`src/rtl/stim_generator_if.sv`:
```
// Handshake bundle between stim_generator (master) and the block core it drives (slave).
interface stim_generator_if #(
  parameter int DATA_W = 128
);
  logic [DATA_W-1:0] core_key;
  logic              core_init;
  logic              core_next;
  logic [DATA_W-1:0] core_block;
  logic              core_ready;
  logic [DATA_W-1:0] core_result;
  logic              core_result_valid;

  modport master (
    output core_key, core_init, core_next, core_block,
    input  core_ready, core_result, core_result_valid
  );

  modport slave (
    input  core_key, core_init, core_next, core_block,
    output core_ready, core_result, core_result_valid
  );
endinterface

```
`src/rtl/stim_generator.sv`:
```
// Burst stimulus generator feeding a block core, with data/result FWFT FIFOs.
// Optional statistics counters are enabled by defining STIM_GENERATOR_STATS_EN.

module stim_generator_fifo #(
  parameter int W  = 128,
  parameter int AW = 2
) (
  input  logic         clk,
  input  logic         rst_n,
  input  logic         wr,
  input  logic [W-1:0] wr_data,
  input  logic         rd,
  output logic [W-1:0] rd_data,
  output logic         empty,
  output logic         full
);
  logic [W-1:0] mem [2**AW];
  logic [AW:0]  wr_ptr;
  logic [AW:0]  rd_ptr;
  logic         do_wr;
  logic         do_rd;

  // A write into a full FIFO is accepted only when a read frees a slot in the same cycle.
  assign empty   = (wr_ptr == rd_ptr);
  assign full    = (wr_ptr[AW] != rd_ptr[AW]) && (wr_ptr[AW-1:0] == rd_ptr[AW-1:0]);
  assign do_rd   = rd && !empty;
  assign do_wr   = wr && (!full || do_rd);
  assign rd_data = mem[rd_ptr[AW-1:0]];

  always_ff @(posedge clk) begin
    if (!rst_n) begin
      wr_ptr <= '0;
      rd_ptr <= '0;
    end else begin
      if (do_wr) wr_ptr <= wr_ptr + (AW+1)'(1);
      if (do_rd) rd_ptr <= rd_ptr + (AW+1)'(1);
    end
  end

  always_ff @(posedge clk) begin
    if (do_wr) mem[wr_ptr[AW-1:0]] <= wr_data;
  end
endmodule

module stim_generator #(
  parameter int          DATA_W    = 128,
  parameter int          DFIFO_AW  = 2,
  parameter int          RFIFO_AW  = 4,
  parameter logic [31:0] LFSR_SEED = 32'hACE1_0001
) (
  input  logic              clk,
  input  logic              rst_n,
  input  logic              start,
  input  logic              abort,
  input  logic [1:0]        mode,
  input  logic [15:0]       burst_len,
  input  logic [DATA_W-1:0] pattern,
  input  logic [DATA_W-1:0] key,
  input  logic              write_key,
  stim_generator_if.master  core,
  input  logic              data_require,
  output logic [DATA_W-1:0] data,
  output logic              data_empty,
  input  logic              result_require,
  output logic [DATA_W-1:0] result,
  output logic              result_empty,
  output logic              busy,
  output logic              done,
  output logic              res_overflow,
  output logic [31:0]       issued_cnt,
  output logic [31:0]       completed_cnt
);
  localparam int           LANES       = DATA_W / 32;
  localparam logic [127:0] KEY_DEFAULT = 128'hab7240f9_c5e0bb5e_ee8e34b6_bb84cfb0;

  typedef enum logic [1:0] {IDLE, RUN, DRAIN, DONE} state_t;
  typedef enum logic [1:0] {MODE_LFSR, MODE_INC, MODE_FIXED, MODE_WALK} mode_t;

  state_t            state_q, state_d;
  mode_t             mode_q;
  logic [DATA_W-1:0] gen_q, gen_reload, gen_adv, lfsr_seed, lfsr_adv;
  logic [DATA_W-1:0] key_q, core_block_q;
  logic [15:0]       remaining_q;
  logic              outstanding_q, valid_q, core_next_q, core_init_q, res_overflow_q;
  logic              start_ok, issue, last_issue, key_load, res_edge, res_drop;
  logic              dfifo_full, rfifo_full;

  function automatic logic [31:0] lfsr_step(input logic [31:0] s);
    return s[0] ? ((s >> 1) ^ 32'h8020_0003) : (s >> 1);
  endfunction

  assign start_ok   = start && !abort && (state_q == IDLE || state_q == DONE);
  assign issue      = (state_q == RUN) && !abort && core.core_ready && !dfifo_full && !outstanding_q;
  assign last_issue = issue && (remaining_q == 16'd1);
  assign key_load   = write_key && (state_q != RUN);
  assign res_edge   = core.core_result_valid && !valid_q;
  assign res_drop   = res_edge && rfifo_full && !result_require;

  always_comb begin
    lfsr_seed = '0;
    lfsr_adv  = '0;
    for (int i = 0; i < LANES; i++) begin
      lfsr_seed[32*i +: 32] = LFSR_SEED ^ 32'(i);
      lfsr_adv[32*i +: 32]  = lfsr_step(gen_q[32*i +: 32]);
    end
  end

  // Reload uses the live mode input; advance uses the mode captured at start.
  always_comb begin
    gen_reload = '0;
    gen_adv    = gen_q;
    case (mode_t'(mode))
      MODE_LFSR:  gen_reload = lfsr_seed;
      MODE_INC:   gen_reload = '0;
      MODE_FIXED: gen_reload = pattern;
      default:    gen_reload = DATA_W'(1);
    endcase
    case (mode_q)
      MODE_LFSR:  gen_adv = lfsr_adv;
      MODE_INC:   gen_adv = gen_q + DATA_W'(1);
      MODE_FIXED: gen_adv = pattern;
      default:    gen_adv = {gen_q[DATA_W-2:0], gen_q[DATA_W-1]};
    endcase
  end

  always_comb begin
    state_d = state_q;
    case (state_q)
      IDLE, DONE: if (start_ok) state_d = RUN;
      RUN:        if (abort) state_d = IDLE; else if (last_issue) state_d = DRAIN;
      DRAIN:      if (abort) state_d = IDLE; else if (!outstanding_q) state_d = DONE;
      default:    state_d = IDLE;
    endcase
  end

  // core_init resets high so the core expands the default key right after reset.
  always_ff @(posedge clk) begin
    if (!rst_n) begin
      state_q        <= IDLE;
      mode_q         <= MODE_LFSR;
      gen_q          <= '0;
      remaining_q    <= '0;
      outstanding_q  <= 1'b0;
      valid_q        <= 1'b0;
      core_next_q    <= 1'b0;
      core_block_q   <= '0;
      key_q          <= DATA_W'(KEY_DEFAULT);
      core_init_q    <= 1'b1;
      res_overflow_q <= 1'b0;
    end else begin
      state_q     <= state_d;
      valid_q     <= core.core_result_valid;
      core_next_q <= issue;
      core_init_q <= key_load;
      if (start_ok) begin
        gen_q       <= gen_reload;
        mode_q      <= mode_t'(mode);
        remaining_q <= burst_len;
      end else if (issue) begin
        gen_q <= gen_adv;
        if (remaining_q != 16'd0) remaining_q <= remaining_q - 16'd1;
      end
      if (issue) begin
        core_block_q  <= gen_q;
        outstanding_q <= 1'b1;
      end else if (res_edge) begin
        outstanding_q <= 1'b0;
      end
      if (key_load) key_q <= key;
      if (res_drop) res_overflow_q <= 1'b1;
    end
  end

  stim_generator_fifo #(.W(DATA_W), .AW(DFIFO_AW)) u_dfifo (
    .clk(clk), .rst_n(rst_n), .wr(issue), .wr_data(gen_q), .rd(data_require),
    .rd_data(data), .empty(data_empty), .full(dfifo_full)
  );

  stim_generator_fifo #(.W(DATA_W), .AW(RFIFO_AW)) u_rfifo (
    .clk(clk), .rst_n(rst_n), .wr(res_edge), .wr_data(core.core_result), .rd(result_require),
    .rd_data(result), .empty(result_empty), .full(rfifo_full)
  );

`ifdef STIM_GENERATOR_STATS_EN
  logic [31:0] issued_q, completed_q;

  always_ff @(posedge clk) begin
    if (!rst_n || start_ok) begin
      issued_q    <= '0;
      completed_q <= '0;
    end else begin
      if (issue && issued_q != 32'hFFFF_FFFF) issued_q <= issued_q + 32'd1;
      if (res_edge && completed_q != 32'hFFFF_FFFF) completed_q <= completed_q + 32'd1;
    end
  end

  assign issued_cnt    = issued_q;
  assign completed_cnt = completed_q;
`else
  assign issued_cnt    = '0;
  assign completed_cnt = '0;
`endif

  assign core.core_key   = key_q;
  assign core.core_init  = core_init_q;
  assign core.core_next  = core_next_q;
  assign core.core_block = core_block_q;
  assign busy            = (state_q == RUN) || (state_q == DRAIN);
  assign done            = (state_q == DONE);
  assign res_overflow    = res_overflow_q;
endmodule

```
`src/flat_wrapper.sv`:
```
// flat-port wrapper written by rule: the top's interface ports become plain ports
module stim_generator_flat 
#(
  parameter int          DATA_W    = 128,
  parameter int          DFIFO_AW  = 2,
  parameter int          RFIFO_AW  = 4,
  parameter logic [31:0] LFSR_SEED = 32'hACE1_0001
)
  (clk, rst_n, start, abort, mode, burst_len, pattern, key, write_key, data_require, data, data_empty, result_require, result, result_empty, busy, done, res_overflow, issued_cnt, completed_cnt, core_core_key, core_core_init, core_core_next, core_core_block, core_core_ready, core_core_result, core_core_result_valid);
  stim_generator_if #(.DATA_W(DATA_W)) core_i ();
  input  logic clk;
  input  logic rst_n;
  input  logic start;
  input  logic abort;
  input  logic [1:0] mode;
  input  logic [15:0] burst_len;
  input  logic [DATA_W-1:0] pattern;
  input  logic [DATA_W-1:0] key;
  input  logic write_key;
  input  logic data_require;
  output logic [DATA_W-1:0] data;
  output logic data_empty;
  input  logic result_require;
  output logic [DATA_W-1:0] result;
  output logic result_empty;
  output logic busy;
  output logic done;
  output logic res_overflow;
  output logic [31:0] issued_cnt;
  output logic [31:0] completed_cnt;
  output wire logic [$bits(core_i.core_key)-1:0] core_core_key;
  output wire logic [$bits(core_i.core_init)-1:0] core_core_init;
  output wire logic [$bits(core_i.core_next)-1:0] core_core_next;
  output wire logic [$bits(core_i.core_block)-1:0] core_core_block;
  input wire logic [$bits(core_i.core_ready)-1:0] core_core_ready;
  input wire logic [$bits(core_i.core_result)-1:0] core_core_result;
  input wire logic [$bits(core_i.core_result_valid)-1:0] core_core_result_valid;
  assign core_core_key = core_i.core_key;
  assign core_core_init = core_i.core_init;
  assign core_core_next = core_i.core_next;
  assign core_core_block = core_i.core_block;
  assign core_i.core_ready = core_core_ready;
  assign core_i.core_result = core_core_result;
  assign core_i.core_result_valid = core_core_result_valid;
  stim_generator #(.DATA_W(DATA_W), .DFIFO_AW(DFIFO_AW), .RFIFO_AW(RFIFO_AW), .LFSR_SEED(LFSR_SEED)) u_core (.clk(clk), .rst_n(rst_n), .start(start), .abort(abort), .mode(mode), .burst_len(burst_len), .pattern(pattern), .key(key), .write_key(write_key), .core(core_i), .data_require(data_require), .data(data), .data_empty(data_empty), .result_require(result_require), .result(result), .result_empty(result_empty), .busy(busy), .done(done), .res_overflow(res_overflow), .issued_cnt(issued_cnt), .completed_cnt(completed_cnt));
endmodule
```
`config.mk`:
```
export PLATFORM = sky130hd
export DESIGN_NAME = stim_generator_flat
export DESIGN_NICKNAME = d
export VERILOG_FILES = /design/src/rtl/stim_generator_if.sv /design/src/rtl/stim_generator.sv /design/src/flat_wrapper.sv
export SDC_FILE = /design/constraint.sdc
export NUM_CORES = 2
export LEC_CHECK = 0
export CAP_MARGIN = 0
export CORE_MARGIN = 4
export CORE_UTILIZATION = 35
export CTS_BUF_LIST = sky130_fd_sc_hd__clkbuf_4 sky130_fd_sc_hd__clkbuf_8 sky130_fd_sc_hd__clkbuf_16
export DETAILED_ROUTE_END_ITERATION = 12
export PLACE_DENSITY = 0.55
export REMOVE_ABC_BUFFERS = 1
export SLEW_MARGIN = 20
export SYNTH_ARGS = -nofsm -noshare
export SYNTH_HDL_FRONTEND = slang
export SYNTH_SLANG_ARGS = --single-unit
export TNS_END_PERCENT = 50
```
`constraint.sdc`:
```
create_clock -name clk -period 14.1 [get_ports clk]
set_clock_uncertainty 0.1 [all_clocks]
set_input_delay 4.23 -clock clk [delete_from_list [all_inputs] [get_ports clk]]
set_output_delay 4.23 -clock clk [all_outputs]
set_load 0.01 [all_outputs]
```
== Word-level counts from Yosys, hierarchy flattened ==
Memories as Yosys holds them, arrays and structs flattened. A register that Yosys moved wholly into a read port is not among the register bits.
Cells that the tools add are included.

* Memories: 2
* Bits in latches: 0
* Memory bits (read-only): 0
* Register bits: 425
* Input port bits: 411
* Output and inout port bits: 583
* Logic and storage cells: 111
* RAM bits: 2,560

* Bitwise logic cells: 4
* Add/sub/neg operators: 6
* Divide/modulo/power cells: 0
* $mul: 0
* Reduce and logical (&&, ||, !) cells: 39
* $lt $le $gt $ge: 0
* Equality and inequality tests: 18
* Mux-type cells: 27
* Shifts and indexed selects: 0

{| class="wikitable"
|+ Memories
! name !! words !! bits a word !! read ports !! clocked after Yosys merged registers in !! wr ports !! line !! RTL
|-
| u_core.u_rfifo.mem || 16 || 128 || 1 || 1 || 1 || stim_generator.sv:17 || <nowiki>logic [W-1:0] mem [2**AW];</nowiki>
|-
| u_core.u_dfifo.mem || 4 || 128 || 1 || 1 || 1 || stim_generator.sv:17 ||
|}

{| class="wikitable"
|+ Operator list
! cell !! count
|-
| $pmux W128 S3 || 2
|-
| $mux W128 || 2
|-
| $add A128 B1 Y128 const B || 1
|-
| $mux W32 || 4
|-
| $mux W16 || 3
|-
| $logic_and A1 B1 Y1 || 17
|-
| $eq A16 B1 Y1 const B || 1
|-
| $not A3 Y4 || 4
|-
| $reduce_bool A16 Y1 || 1
|-
| $sub A16 B1 Y16 const B || 1
|-
| $mux W2 || 7
|-
| $add A5 B1 Y5 const B || 2
|-
| $eq A2 B2 Y1 const B || 4
|-
| $logic_not A1 Y1 || 8
|-
| $mux W4 || 2
|-
| $add A3 B1 Y3 const B || 2
|-
| $eq A2 B1 Y1 const B || 3
|-
| $logic_not A2 Y1 || 3
|-
| $mux W1 || 6
|-
| $pmux W2 S3 || 1
|-
| $reduce_bool A2 Y1 || 3
|-
| $eq A5 B5 Y1 || 1
|-
| $eq A4 B4 Y1 || 1
|-
| $logic_or A1 B1 Y1 || 4
|-
| 9 further kinds || 11
|}

== Longest topological paths before layout ==
* Word-level depth: 9
* Mapped depth: 11
* Gate-level depth less buffers: 8

== By module ==
Synthesis repeated with hierarchy kept, for this count alone.

* Cell total of the unflattened synthesis: 6,985
* Area total of the unflattened synthesis: 120,156.5 um^2

{| class="wikitable"
|+ Modules (own cells, without submodules)
! module !! seq. area each (um^2) !! instances !! cells each !! area an instance (um^2)
|-
| stim_generator_fifo (u_core.u_rfifo) || 61,779.3 || 1 || 3,104 || 77,850.9
|-
| stim_generator || 8,187.9 || 1 || 3,159 || 23,347.4
|-
| stim_generator_fifo (u_core.u_dfifo) || 15,534.9 || 1 || 722 || 18,958.2
|}

== Least setup slack after synthesis ==
OpenSTA, ideal clock, no wires.

* Path type: in2reg
* Start: in core_core_result_valid
* End: mem u_core.u_rfifo.mem[3][0], enable pin
* Slack: -0.332 ns
* Arrival time: 13.561 ns
* Stages: 4
* Buffers on the path: 0
* Setup time: 0.771 ns
* Cells stage by stage: nand2b_1 > a21oi_1 > nand2_1 > nor3_1

* Word-level cells in the longest chain between the ends: 4

{| class="wikitable"
|+ RTL lines
! item !! line !! RTL
|-
| start: declaration || flat_wrapper.sv:37 || <nowiki>input wire logic [$bits(core_i.core_result_valid)-1:0] core_core_result_valid;</nowiki>
|-
| $logic_and A1 B1 Y1 || stim_generator.sv:96 || <nowiki>assign res_edge = core.core_result_valid && !valid_q;</nowiki>
|-
| $logic_and A1 B1 Y1 || stim_generator.sv:27 || <nowiki>assign do_wr = wr && (!full || do_rd);</nowiki>
|-
| $mux W1 || stim_generator.sv:41 || <nowiki>if (do_wr) mem[wr_ptr[AW-1:0]] <= wr_data;</nowiki>
|-
| $mux W1 (not written as such) || stim_generator.sv:41 ||
|-
| end: declaration || stim_generator.sv:17 ||
|}

No other way between the ends.

==> results.cfg <==
[outcome]
status = finished, final reports clean

[route]
wirelength_mm = 384
first_pass_iters = 6
drt_iter0_markers = 7142
vias_per_cell = 5.53
drc = 0
num_vias = 69701
ant_nets = 0
routedWlPerCell_um = 30.4

[clock_tree]
insertion_delay_ns = 0.91
numCtsBuffers = 332
cts_root_buf = clkbuf_16
clk_path_buf_depth = 4
htreeDepth = 5
cts-resized-gates = 0
cts_num_sinks = 2991
cts_setup_buffers = 0
cts_tree = done
cts_hold_buf = 0
clkTransAtPathRegs_ns = 0.06

[die]
floorplan.die.width_um = 594
ios = 994
core_area_um2 = 341000
start_util = 0.352
rows = 214
die-area_um2 = 352000
die_h_um = 594

[critical_path]
critPathCaptureType = primary output
crit_path_cell_trace = buf_12 -> buf_4 -> mux4_2 -> mux4_2 -> clkdlybuf4s50_1
rr_worst_depth = 7
path_delay_family = buffers and inverters
cp_slowest_stage_delay_ns = 0.88
path_common_cell = mux4_2
worstPathMaxFanout = 87
cp.arrival_ns = 5.06
cp_data_required_time_ns = 9.77
worst_path_max_delay_cell = dfxtp_4
critical_path_buf_inv_count = 3
cp_num_cells = 5
cp-start-kind = flop
path_class = reg -> out

[timing]
period_needed_ns = 9.39
rsz0062_at_grt = no
fin_crit_sh = 0.666
max_freq_ghz = 0.106
slew_headroom = 0.224
slew_viol_final = 0
finalHoldViolCount = 0
fin_setup_tns_ns = 0
tightest_slew_ns = 1.15
setup_violations = 0

[synth]
async_reset_ff_frac = 0
synth_cell_types = 83
ys_warn_count = 0
synth_edf_count = 2560
ys_seq_elements = 2991
netlist_instances = 6906
syn_area_per_cell_um2 = 17.4
synthesis.area_um2 = 120000
ys_seq_area_frac = 0.713
ys.flop_type = edfxtp_1

[pwr]
p_leak_uw = 0.0449
ir_worst_vdd_v = 0.000108
power_density_nw_per_um2 = 148

[final_layout]
synthToLayoutAreaGrowth_pct = 21.4
final_cell_mix = 2560 x edfxtp_1, 928 x clkdlybuf4s50_1, 770 x mux4_2
fin_cells = 12611
n_fill_cell = 30154
layout.nets = 8204
layout_commonest_cell = edfxtp_1
utilization = 0.428
drive_gt1_frac = 0.195

[global_route]
grt_pass1_vias = 69532
grt_usage = 0.212
grt_overflow_total = 0
grt_max_degree = 145
grt_pass1_wl_mm = 543
antenna_found_initial = 107

[worst_hold_path]
holdPathStages = 2
hold_class = reg -> reg

[flow_run]
maxCapViolCount = 0

[placement]
gp_congestion = 0.911
io_buffers = 929
dp.cells = 11975
hpwl_mm = 231
[registers in the layout, indices dropped and copies added (netlist names), named ones only]
signal,count
u_core.u_rfifo.mem,2048
u_core.u_dfifo.mem,512
u_core.core.core_block,128
u_core.core.core_key,128
u_core.gen_q,128
u_core.remaining_q,16
u_core.u_rfifo.rd_ptr,5
u_core.u_rfifo.wr_ptr,5
u_core.u_dfifo.rd_ptr,3
u_core.u_dfifo.wr_ptr,3
u_core.mode_q,2
u_core.state_q,2
u_core.core.core_init,1
u_core.core.core_next,1
u_core.outstanding_q,1
u_core.res_overflow,1
u_core.valid_q,1
[Yosys cell counts, types with 15 or more instances]
cell type	count	area share
a211oi_1	47	0.0029
a21oi_1	353	0.015
a221oi_1	24	0.0018
a22oi_1	21	0.0013
a311oi_1	15	0.0011
a31oi_1	34	0.0018
and2_1	16	0.00083
and3_1	25	0.0013
and4_1	19	0.0014
buf_1	91	0.0028
buf_2	56	0.0023
buf_4	65	0.0041
clkbuf_1	363	0.011
dfxtp_1	431	0.072
edfxtp_1	2560	0.64
ha_1	19	0.0020
inv_1	35	0.0011
mux2_2	44	0.0041
mux2i_1	97	0.0081
mux4_2	770	0.14
nand2_1	714	0.022
nand2b_1	19	0.00099
nand3_1	148	0.0062
nand4_1	87	0.0045
nor2_1	154	0.0048
nor2b_1	16	0.00083
nor3_1	105	0.0044
nor3b_1	35	0.0022
nor4_1	66	0.0034
o21a_1	16	0.0010
o21ai_0	134	0.0056
o311ai_0	23	0.0017
or3_1	20	0.0010
xnor2_1	53	0.0039
xor2_1	32	0.0023
[worst min-delay path: cells and delay by family (launching register included)]
family           cells  cell delay (ns)
AND/OR/NAND/NOR      1             0.05
AO/OA/AOI/OAI        1             0.05
flip-flops           1             0.31
[worst paths after layout]
path	from	endpoint	slack, ns
min	u_core.core.core_block[96]$_SDFFE_PN0P_	u_core.core.core_block[96]$_SDFFE_PN0P_	0.35
max	flop	result[43]	4.71
min reg2reg	u_core.core.core_block[96]$_SDFFE_PN0P_	u_core.core.core_block[96]$_SDFFE_PN0P_	0.35
max reg2reg	u_core.state_q[1]$_SDFFE_PN0P_	u_core.u_dfifo.mem[3][123]$_DFFE_PP_	8.87
[kinds of logic (layout without fill, tap and decap cells)]
logic type	Yosys count	after routing	share of synthesized area
AO/OA/AOI/OAI	811	811	0.0421
XOR/XNOR	85	85	0.00620
adder cells (fa/ha/maj)	19	19	0.00198
buffers and inverters	618	1700	0.0220
flip-flops	2991	2991	0.713
multiplexers	911	911	0.157
other	1	88	0.0000313
AND/OR/NAND/NOR	1470	1470	0.0583
[layout make-up]
class	instances	area, um2	share of cell area
antenna	24	60.1	0.000412
clock buffer	418	9170	0.0629
clock inverter	193	2270	0.0156
inverter	35	139	0.000953
multi-input combinational	3360	32300	0.222
sequential	2991	85500	0.587
tap	4536	5680	0.0390
timing repair buffer	1054	10600	0.0725
[layer usage]
| layer | share of wire | routed length [um] | GRT usage | vias to the layer above |
|---|---|---|---|---|
| met3 | 0.087 | 33300 | 0.0605 | 684 |
| met4 | 0.028 | 10800 | 0.0541 | 78 |
| met2 | 0.48 | 184000 | 0.346 | 2803 |
| met5 | 0.0013 | 482 | 0 | - |
| met1 | 0.40 | 155000 | 0.278 | 36755 |
| li1 | - | - | - | 29381 |
[through the flow]
step                      instance area (um2)  total power, uW  setup slack (ns)  hold slack, ns
final                                  146000            21600              4.71           0.353
after global routing                   146000            22400              4.29           0.371
after CTS                              146000            21900              4.47           0.354
after detailed placement               134000            12800              5.00           0.346
after global placement                 134000            12800              5.12           0.342
after floorplan                        118000            12500            -12.85           0.349
[power breakdown]
group / leakage [uW] / internal (uW) / switching, uW / total, uW
registers: 0.0268 / 9780 / 242 / 10000
clock network: 0.00567 / 5420 / 3590 / 9010
logic: 0.0124 / 1260 / 1290 / 2550
No activity file was read; power rests on OpenSTA's default activity.
